===== src/rtl/mem_access_arbiter.sv =====
// mem_access_arbiter: round-robin sharing of one registered memory request slot among I-cache and D-cache MSHRs
module mem_access_arbiter #(
    parameter int REQ_NUM         = 3,
    parameter int ADDR_WIDTH      = 32,
    parameter int LINE_WIDTH      = 64,
    parameter int MAX_OUTSTANDING = 2,
    parameter int TAG_WIDTH       = $clog2(REQ_NUM)
) (
    input  logic                                 clk,
    input  logic                                 rst,
    input  logic [REQ_NUM-1:0]                   reqValid,
    input  logic [REQ_NUM-1:0]                   reqWrite,
    input  logic [REQ_NUM-1:0][ADDR_WIDTH-1:0]   reqAddr,
    input  logic [REQ_NUM-1:0][LINE_WIDTH-1:0]   reqData,
    output logic [REQ_NUM-1:0]                   reqGrant,
    output logic                                 memReqValid,
    input  logic                                 memReqReady,
    output logic                                 memReqWrite,
    output logic [ADDR_WIDTH-1:0]                memReqAddr,
    output logic [LINE_WIDTH-1:0]                memReqData,
    output logic [TAG_WIDTH-1:0]                 memReqTag,
    input  logic                                 memRespValid,
    input  logic [TAG_WIDTH-1:0]                 memRespTag,
    input  logic [LINE_WIDTH-1:0]                memRespData,
    output logic [REQ_NUM-1:0]                   respValid,
    output logic [LINE_WIDTH-1:0]                respData,
    output logic                                 errorTag
);
    localparam int CW = $clog2(MAX_OUTSTANDING + 1);
    localparam logic [CW-1:0] MAX_CNT = CW'(MAX_OUTSTANDING);
    localparam logic [TAG_WIDTH-1:0] LAST = TAG_WIDTH'(REQ_NUM - 1);

    logic [REQ_NUM-1:0]   busy;
    logic [REQ_NUM-1:0]   eligible;
    logic [REQ_NUM-1:0]   resp_vec;
    logic [CW-1:0]        out_count;
    logic [TAG_WIDTH-1:0] rr_ptr;
    logic [TAG_WIDTH-1:0] winner;
    logic [TAG_WIDTH-1:0] next_ptr;
    logic                 found;
    logic                 grant_any;
    logic                 grant_read;
    logic                 resp_hit;
    logic                 slot_free;

    // eligibility: busy requesters are masked, reads also need a free outstanding credit
    always_comb begin
        slot_free = !memReqValid || memReqReady;
        for (int i = 0; i < REQ_NUM; i++)
            eligible[i] = reqValid[i] && !busy[i] && (reqWrite[i] || out_count < MAX_CNT);
    end

    // round-robin pick: first eligible at or above rr_ptr, then wrap to the lowest below it
    always_comb begin
        found  = 1'b0;
        winner = '0;
        for (int i = 0; i < REQ_NUM; i++)
            if (!found && eligible[i] && TAG_WIDTH'(i) >= rr_ptr) begin
                found  = 1'b1;
                winner = TAG_WIDTH'(i);
            end
        for (int i = 0; i < REQ_NUM; i++)
            if (!found && eligible[i]) begin
                found  = 1'b1;
                winner = TAG_WIDTH'(i);
            end
        grant_any = found && slot_free;
        for (int i = 0; i < REQ_NUM; i++)
            reqGrant[i] = grant_any && winner == TAG_WIDTH'(i);
        grant_read = |(reqGrant & ~reqWrite);
        next_ptr   = (winner == LAST) ? '0 : winner + TAG_WIDTH'(1);
    end

    // response decode: only a tag naming a busy requester is a legal response
    always_comb begin
        for (int i = 0; i < REQ_NUM; i++)
            resp_vec[i] = memRespValid && memRespTag == TAG_WIDTH'(i) && busy[i];
        resp_hit = |resp_vec;
    end

    // request slot: load on grant, drop once memory accepts without a replacement
    always_ff @(posedge clk) begin
        if (rst) begin
            memReqValid <= 1'b0;
            memReqWrite <= 1'b0;
            memReqAddr  <= '0;
            memReqData  <= '0;
            memReqTag   <= '0;
            rr_ptr      <= '0;
        end else if (grant_any) begin
            memReqValid <= 1'b1;
            memReqWrite <= reqWrite[winner];
            memReqAddr  <= reqAddr[winner];
            memReqData  <= reqData[winner];
            memReqTag   <= winner;
            rr_ptr      <= next_ptr;
        end else if (memReqReady) begin
            memReqValid <= 1'b0;
        end
    end

    // in-flight read bookkeeping: set on read grant, clear on matching response
    always_ff @(posedge clk) begin
        if (rst) begin
            busy      <= '0;
            out_count <= '0;
        end else begin
            busy      <= (busy & ~resp_vec) | (reqGrant & ~reqWrite);
            out_count <= out_count + CW'(grant_read) - CW'(resp_hit);
        end
    end

    // response return path and sticky error on bad or unexpected tags
    always_ff @(posedge clk) begin
        if (rst) begin
            respValid <= '0;
            respData  <= '0;
            errorTag  <= 1'b0;
        end else begin
            respValid <= resp_vec;
            respData  <= resp_hit ? memRespData : respData;
            errorTag  <= errorTag || (memRespValid && !resp_hit);
        end
    end
endmodule


===== config.mk =====
export PLATFORM = sky130hd
export DESIGN_NAME = mem_access_arbiter
export DESIGN_NICKNAME = d
export VERILOG_FILES = /design/src/rtl/mem_access_arbiter.sv
export SDC_FILE = /design/constraint.sdc
export NUM_CORES = 1
export LEC_CHECK = 0
export ABC_CLOCK_PERIOD_IN_PS = 8200
export CAP_MARGIN = 40
export CORE_AREA = 5 5 205 207
export CTS_BUF_LIST = sky130_fd_sc_hd__clkbuf_16
export CTS_CLUSTER_DIAMETER = 30
export DETAILED_ROUTE_END_ITERATION = 7
export DIE_AREA = 0 0 210 212
export SLEW_MARGIN = 20
export SYNTH_ARGS = -nofsm -noshare
export SYNTH_HDL_FRONTEND = slang
export SYNTH_SLANG_ARGS = --single-unit

===== constraint.sdc =====
create_clock -name clk -period 8.2 [get_ports clk]
set_input_delay 1.64 -clock clk [delete_from_list [all_inputs] [get_ports clk]]
set_output_delay 1.64 -clock clk [all_outputs]
set_load 0.01 [all_outputs]

==> flow_summary_export.csv <==
group,metric,value,unit
worst_setup_path,reg2reg_from,"rr_ptr[1]$_SDFFE_PP0N_",
placement,place_ws,2.33,ns
floorplan,core.rowCount,74,
cts,cts_inserted_buffers,17,
route,drc,0,
floorplan,dieWidth,210,um
worst_setup_path,crit_type,"primary input to output port",
synth,syn_inst,1153,
cts,clkTransAtPathRegs,0.08,ns
cts,h-tree-depth,4,
worst_setup_path,worstSetupStartpoint,"reqValid[0]",
placement,gp_congestion,0.905,
route,ant_nets,0,
sta,slew_violations,0,
cells_and_area,mostFrequentLayoutCell,"clkdlybuf4s50_1",
route,dr.pass1.iters,6,
route,num_vias,10914,
sta,fin_crit,5.81,ns
synth,syn-num-nets,1519,
min_path,min-delay-start,"respData[58]$_SDFFE_PP0P_",
cts,cts_buffer_depth,2,
sta,tns,0,ns
synth,async_flop_share,0,%
route,via_per_inst,5.08,
worst_setup_path,critical_path.max_stage_delay,0.63,ns
floorplan,core_area,0.0402,mm2
synth,ys_ff_latch,175,
floorplan,dieArea,0.0445,mm2
cells_and_area,layout-drive-gt1-share,4.33,%
route,drt_wl_total,45800,um
sta,rsz0062_at_grt,"no",
floorplan,io_pins,535,
sta,hold_viol,0,
worst_setup_path,start_kind,"primary input",
worst_setup_path,cp_top_family,"buffers and inverters",
global_routing,grt_pass1_wl,67900,um
cts,cts-root-buf,"clkbuf_16",
power_and_ir_drop,irDropWorstVdd,140,uV
route,drtIter0Drc,672,
global_routing,grt_pass1_vias,10832,
sta,fin_ws,2.39,ns
global_routing,grt_max_degree,80,
cells_and_area,register_area,0.00351,mm2
sta,skew,0.00777,ns
floorplan,initial_core_util,23.1,%
synth,ys.flop_type,"dfxtp_1",
cells_and_area,multi_input_area,0.00532,mm2
cells_and_area,final_nets,1968,
cells_and_area,mostFrequentLayoutCells,"533 x clkdlybuf4s50_1, 174 x dfxtp_1, 138 x nand2_1",
synth,seq_area_frac_synth,37.7,%
cells_and_area,antenna_cells,0,
sta,setup-violations-final,0,
global_routing,grt_overflow_total,0,
worst_setup_path,cp_slowest_cell,"clkdlybuf4s50_1",
global_routing,grt_usage,19.4,%
worst_setup_path,crit_chain,"clkdlybuf4s50_1 -> nor2b_4 -> buf_4 -> a222oi_1 -> or2_2 -> nor2_1 -> clkdlybuf4s50_1",
power_and_ir_drop,p_leak,0.00512,uW
global_routing,antenna_found_initial,2,
cts,ctsHoldBuffers,0,
min_path,holdCritPathClass,"flip-flop to flip-flop",
cts,cts_tree,"done",
worst_setup_path,path_common_cell,"clkdlybuf4s50_1",
worst_setup_path,end_kind,"output port",
power_and_ir_drop,p_per_area,179,mW/mm2
synth,synth_area,0.00928,mm2
cells_and_area,fillers,4099,
synth,post_synth.cell_area_avg,8.05,um2
sta,finalHoldWorstSlack,0.456,ns
power_and_ir_drop,power,2800,uW
worst_setup_path,path_buf_inv,3,
cts,clk_latency,0.45,ns
floorplan,die_y,212,um
cts,cts_resized,0,
run,drv_cap,0,
synth,ys_types,41,
sta,worst_slew_pin_slew,0.794,ns
worst_setup_path,cp.required,6.56,ns
synth,yosys_warnings,0,
cts,cts_sinks,175,
synth,synth-edff-count,0,
sta,fin_crit_sh,70.9,%
sta,relSlewSlack,47.1,%
cts,post_cts_buffers,0,
placement,io_buffers,534,
worst_setup_path,cp.arrival,4.17,ns
placement,detailed_place_hpwl,32300,um
cells_and_area,areaGrowthSynthToFinish,68.7,%
sta,fmax,172,MHz
route,wire_per_inst,21.4,um
status,run_status,"complete, no violations",
worst_setup_path,crit_fanout,40,
[final cells by class]
type	count	share of cell area, %
clock buffer	17	2.72
inverter	6	0.144
sequential	175	22.4
tap	532	4.25
clock inverter	15	1.10
multi-input combinational	844	34.0
timing repair buffer	558	35.4
[stage by stage]
step,util (%),cell area [um2],cells
floorplan,-,9280,1153
global placement,37.4,15000,2112
detailed placement,37.4,15000,2114
CTS,38.9,15600,2146
global route,39.0,15700,2147
finish,39.0,15700,2147
[cells in the mapped netlist, types with 3 or more instances]
library cell    n  area share (%)
nor2b_1         7            0.47
dfxtp_1       175              38
buf_4           3            0.24
nand2b_1        8            0.54
nand2_1       139             5.6
buf_2          10            0.54
o2bb2ai_1      97             9.2
a21oi_1        73             3.9
a21boi_0       96             7.8
o21ai_0        99             5.3
nor2_1          7            0.28
a2111oi_0      96             9.1
inv_1           6            0.24
and2_1         96             6.5
clkbuf_1      106             4.3
nand3_1        98             5.3
buf_1           8            0.32
nor3_1          3            0.16
[cell families (layout without fill, tap and decap cells)]
| family | Yosys count | count (layout) | synth area share, % |
|---|---|---|---|
| AO/OA/AOI/OAI | 470 | 470 | 36.2 |
| XOR/XNOR | 2 | 2 | 0.189 |
| adder cells (fa/ha/maj) | 2 | 2 | 0.270 |
| buffers and inverters | 134 | 596 | 5.69 |
| flip-flops | 175 | 175 | 37.7 |
| multiplexers | 2 | 2 | 0.229 |
| AND/OR/NAND/NOR | 368 | 368 | 19.7 |
[state kept, by name, summed over array words and instances, names as in the netlist]
name         cells
memReqValid      1
respValid        3
rr_ptr           2
respData        64
memReqTag        2
out_count        2
errorTag         1
memReqWrite      1
memReqAddr      32
memReqData      64
busy             3
[report_power, final]
| part | total (uW) | leakage, uW | switching (uW) | internal, uW |
|---|---|---|---|---|
| clock network | 858 | 0.000292 | 421 | 436 |
| logic | 934 | 0.00339 | 459 | 475 |
| registers | 1010 | 0.00144 | 62.3 | 948 |
[layer usage]
layer / track usage (%) / share of wire [%] / up-vias
met2: 32.5 / 48 / 489
met3: 6.89 / 8.8 / 56
met4: 6.64 / 2.5 / 2
met5: 0 / 0.028 / -
li1: - / - / 5172
met1: 23.3 / 41 / 5195
[worst reg2reg max path, delay by kind of cell (launching register included)]
| kind | cells | cell delay, ns |
|---|---|---|
| AOI/OAI and AO/OA | 3 | 1.28 |
| buffers and inverters | 3 | 1.27 |
| DFF | 1 | 0.64 |
| and+or+nand+nor | 2 | 0.36 |
[worst paths after layout]
kind / to / slack (ns) / cells past startpoint
max reg2reg: memReqData[59]$_SDFFE_PP0N_ / 4.51 / 8
min reg2reg: respData[58]$_SDFFE_PP0P_ / 0.46 / 2
max: reqGrant[2] / 2.39 / 7
min: respData[58]$_SDFFE_PP0P_ / 0.46 / 2
(Power assumes the default switching activity.)
